--- src/rtl/ground_scroller.sv ---
// Ground texture row for the Vga controller: once per frame it scrolls the
// pattern left by `speed` bits and feeds LFSR-generated specks in at the right edge.
module ground_scroller #(
  parameter int              WIDTH        = 320,
  parameter logic [15:0]     SEED         = 16'hACE1,
  parameter logic [WIDTH-1:0] INIT_PATTERN = {WIDTH{1'b0}}
) (
  input  logic             vga_clk,
  input  logic             clrn,
  input  logic             vs,
  input  logic             run,
  input  logic [2:0]       speed,
  input  logic             restart,
  output logic [WIDTH-1:0] px_ground,
  output logic             frame_tick,
  output logic             busy,
  output logic [15:0]      distance
);

  typedef enum logic {IDLE, SHIFT} state_t;

  state_t           state_q, state_d;
  logic [WIDTH-1:0] pattern_q, pattern_d;
  logic [15:0]      lfsr_q, lfsr_d;
  logic [15:0]      distance_q, distance_d;
  logic [2:0]       cnt_q, cnt_d;
  logic             vs_prev_q, vs_prev_d;
  logic             frame_tick_q, frame_tick_d;
  logic             busy_q, busy_d;

  logic             frame_start;
  logic             new_bit;
  logic [15:0]      lfsr_next;

  assign frame_start = vs_prev_q & ~vs;
  assign new_bit     = (lfsr_q[3:0] == 4'h0);
  assign lfsr_next   = {lfsr_q[14:0], lfsr_q[15] ^ lfsr_q[13] ^ lfsr_q[12] ^ lfsr_q[10]};

  always_comb begin
    state_d      = state_q;
    pattern_d    = pattern_q;
    lfsr_d       = lfsr_q;
    distance_d   = distance_q;
    cnt_d        = cnt_q;
    busy_d       = busy_q;
    vs_prev_d    = vs;
    frame_tick_d = frame_start;

    // restart overrides everything except the frame edge detector
    if (restart) begin
      state_d    = IDLE;
      pattern_d  = INIT_PATTERN;
      lfsr_d     = SEED;
      distance_d = 16'd0;
      cnt_d      = 3'd0;
      busy_d     = 1'b0;
    end else begin
      case (state_q)
        IDLE: begin
          if (frame_start && run && (speed != 3'd0)) begin
            cnt_d   = speed;
            state_d = SHIFT;
            busy_d  = 1'b1;
          end
        end
        SHIFT: begin
          pattern_d  = {new_bit, pattern_q[WIDTH-1:1]};
          lfsr_d     = lfsr_next;
          distance_d = distance_q + 16'd1;
          cnt_d      = cnt_q - 3'd1;
          if (cnt_q == 3'd1) begin
            state_d = IDLE;
            busy_d  = 1'b0;
          end
        end
        default: state_d = IDLE;
      endcase
    end
  end

  always_ff @(posedge vga_clk or negedge clrn) begin
    if (!clrn) begin
      state_q      <= IDLE;
      pattern_q    <= INIT_PATTERN;
      lfsr_q       <= SEED;
      distance_q   <= 16'd0;
      cnt_q        <= 3'd0;
      busy_q       <= 1'b0;
      vs_prev_q    <= 1'b1;
      frame_tick_q <= 1'b0;
    end else begin
      state_q      <= state_d;
      pattern_q    <= pattern_d;
      lfsr_q       <= lfsr_d;
      distance_q   <= distance_d;
      cnt_q        <= cnt_d;
      busy_q       <= busy_d;
      vs_prev_q    <= vs_prev_d;
      frame_tick_q <= frame_tick_d;
    end
  end

  assign px_ground  = pattern_q;
  assign frame_tick = frame_tick_q;
  assign busy       = busy_q;
  assign distance   = distance_q;

endmodule

--- config.mk ---
export PLATFORM = sky130hd
export DESIGN_NAME = ground_scroller
export DESIGN_NICKNAME = d
export VERILOG_FILES = /design/src/rtl/ground_scroller.sv
export SDC_FILE = /design/constraint.sdc
export NUM_CORES = 1
export LEC_CHECK = 0
export BUFFER_PORTS_ARGS = -buffer_cell sky130_fd_sc_hd__buf_2
export CORE_MARGIN = 2
export CORE_UTILIZATION = 54
export CTS_CLUSTER_SIZE = 24
export DETAILED_ROUTE_END_ITERATION = 8
export PLACE_DENSITY = 0.8
export REMOVE_ABC_BUFFERS = 1
export SETUP_SLACK_MARGIN = 0.02
export SLEW_MARGIN = 20
export SYNTH_ARGS = -nofsm -noshare
export SYNTH_HDL_FRONTEND = slang
export SYNTH_SLANG_ARGS = --single-unit
export TNS_END_PERCENT = 1
--- constraint.sdc ---
create_clock -name vga_clk -period 1.8 [get_ports vga_clk]
set_input_delay 0.27 -clock vga_clk [delete_from_list [all_inputs] [get_ports vga_clk]]
set_output_delay 0.27 -clock vga_clk [all_outputs]
set_load 0.01 [all_outputs]
==> results.tsv <==
metric	value	unit
place_area	16800	um^2
first_pass_iters	5	
maxSlewHeadroom	0.674	
dp_hpwl	22100	um
cp_slowest_stage_delay	0.49	ns
yosysWarningCount	0	
cts_tree	done	
synth.avg_cell_area	12.1	um^2
io_pins	346	
crit_fanout	69	
io_buffers	345	
route.detailed.drc	0	
netlist_area	14500	um^2
synth_common_cells	dfrtp_1, nor2_1, mux2i_1, clkbuf_1, buf_2	
yosys_most_used_dff	dfrtp_1	
grt-ovfl-total	0	
setup_slack	0.0858	ns
crit_top_cell	buf_16	
cp-start-kind	register	
finalSetupViolations	0	
synthToLayoutAreaGrowth	24.5	%
dieHeight	168	um
final_nets	1552	
drtIter0Drc	556	
maxCapViolations	0	
antenna_left	0	
clockRootBuffer	clkbuf_16	
clk_path_buf_depth	3	
period_minus_slack	1.71	ns
clk_pin_slew	0.06	ns
h-tree-depth	2	
clk_latency	0.51	ns
yosysMostFrequentCell	dfrtp_1	
insertedDiodeCount	0	
final_area	18100	um^2
die_x	168	um
crit_type	register to register	
worstPathRequired	2.19	ns
row_count	60	
cts.sinks	359	
cp_data_arrival_time	2.10	ns
grt_pass1_vias	9963	
cp_cell_sequence	buf_16 -> buf_16 -> mux2i_2 -> nor2_1	
p_per_area	922	nW/um^2
die-area	28300	um^2
grt_max_degree	70	
hold_depth	2	
gp_congestion	0.779	
skew	0.0109	ns
numCtsBuffers	38	
drive_gt1_frac	0.287	
tightest_slew	0.485	ns
slew_violations	0	
async_flop_share	1.00	
worst-r2r-cell-count	4	
finalSetupTns	0	ns
coreArea	26700	um^2
grt_pass1_wl	52800	um
p_leak	0.00913	uW
start_util	0.544	
rsz0062_at_grt	true	
synthTopCellsByArea	dfrtp_1, mux2i_1, nor2_1	
grt_antenna_before_repair	0	
endpoint_kind	register	
hold_viol_final	0	
yosysTopAreaCell	dfrtp_1	
synth_edf_count	0	
ys_ff_latch	359	
totalWireLength	32900	um
hold_path.class	primary input to register	
vias	10200	
fmax	583	MHz
track_usage	0.229	
ys_seq_area_frac	0.618	
pre_cts_slack	0.113	ns
drt-wirelength-per-cell	17.2	um
status	finished, final reports clean	
finalCritPeriodShare	0.952	
synth_cell_types	34	
ir_worst_vdd	0.000858	V
syn_inst	1201	
synth_top_area_frac	0.602	
critPathSlowestCell	dfrtp_4	
detail_route.vias_per_cell	5.31	
-- report_power, final --
group          internal [uW]  switching (uW)
logic                    302             531
clock network           4650            3080
registers               8110            25.4
total                  13100            3630
-- registers in the layout, indices dropped and copies added, names as in the netlist --
register	cells
px_ground	320
distance	16
lfsr_q	16
cnt_q	3
busy	1
frame_tick	1
state_q	1
vs_prev_q	1
-- cell usage in the layout (no fill, tap or decap), types with 5 or more instances in the layout --
| cell | synthesis | layout |
|---|---|---|
| a21oi_1 | 6 | 6 |
| nor2b_1 | 9 | 9 |
| mux2i_1 | 329 | 328 |
| dfrtp_1 | 350 | 349 |
| inv_1 | 5 | 5 |
| buf_12 | 0 | 13 |
| o21ai_0 | 5 | 5 |
| xnor2_1 | 10 | 10 |
| clkbuf_8 | 0 | 8 |
| clkbuf_1 | 42 | 12 |
| buf_2 | 34 | 343 |
| nand2_1 | 7 | 7 |
| clkbuf_16 | 0 | 41 |
| buf_4 | 2 | 18 |
| dfstp_2 | 9 | 9 |
| a211o_1 | 7 | 7 |
| nor2_1 | 342 | 342 |
-- final cells by class --
cell class / count / area (um^2)
clock buffer: 61 / 1180
clock inverter: 8 / 75.1
fill: 1999 / 8610
inverter: 5 / 18.8
multi-input combinational: 756 / 5180
sequential: 359 / 9000
tap: 341 / 427
timing repair buffer: 381 / 2230
-- logic make-up (layout without fill, tap and decap cells) --
kind of cell,after synthesis,in the layout,share of synthesized area
simple gates,381,381,0.104
flops,359,359,0.618
mux,330,330,0.227
buf+inv,86,455,0.0256
compound gates,28,28,0.0135
xor+xnor,14,14,0.00843
fa+ha+maj,3,3,0.00258
-- final timing paths --
path	startpoint	end	slack, ns
setup / recovery	state_q$_DFF_PN0_	px_ground[144]$_DFFE_PN0N_	0.09
hold / removal	restart	px_ground[128]$_DFFE_PN0N_	0.14
setup reg to reg	state_q$_DFF_PN0_	px_ground[144]$_DFFE_PN0N_	0.09
hold reg to reg	lfsr_q[9]$_DFFE_PN0N_	lfsr_q[10]$_DFFE_PN1N_	0.50
max in group asynchronous	clrn	lfsr_q[10]$_DFFE_PN1N_	0.83
min in group asynchronous	clrn	px_ground[193]$_DFFE_PN0N_	0.28
-- critical path: cells and delay by family, from the launching register on --
family,cells,cell delay (ns)
buf+inv,2,0.64
mux,1,0.29
simple gates,1,0.06
flops,1,0.49
-- repair_timing --
| item | CTS | global route |
|---|---|---|
| hold buffers | 2 | 0 |
| resized for setup | 0 | 4 |
| setup buffers | 0 | 0 |
| hold endpoints to repair | 39 | 0 |
| endpoints found under the setup margin | 0 | 3 |
-- metal layers --
metal  track usage  routed length (um)  up-vias
met4        0.0832                1150        0
met5             0                   0        -
met2         0.371               15700      305
li1              -                   -     4705
met1         0.299               13700     5072
met3        0.0630                2300       70
-- metrics by stage --
stage	instances	hold WS [ns]	total power (uW)	utilization
after floorplan	1120	-0.0256	9090	-
after global placement	1840	0.231	9100	0.629
after detailed placement	1840	0.231	9120	0.629
after CTS	1911	0.142	16900	0.677
after global routing	1911	0.167	17200	0.678
final	1911	0.137	16700	0.678
No activity file was read; power rests on OpenSTA's default activity.
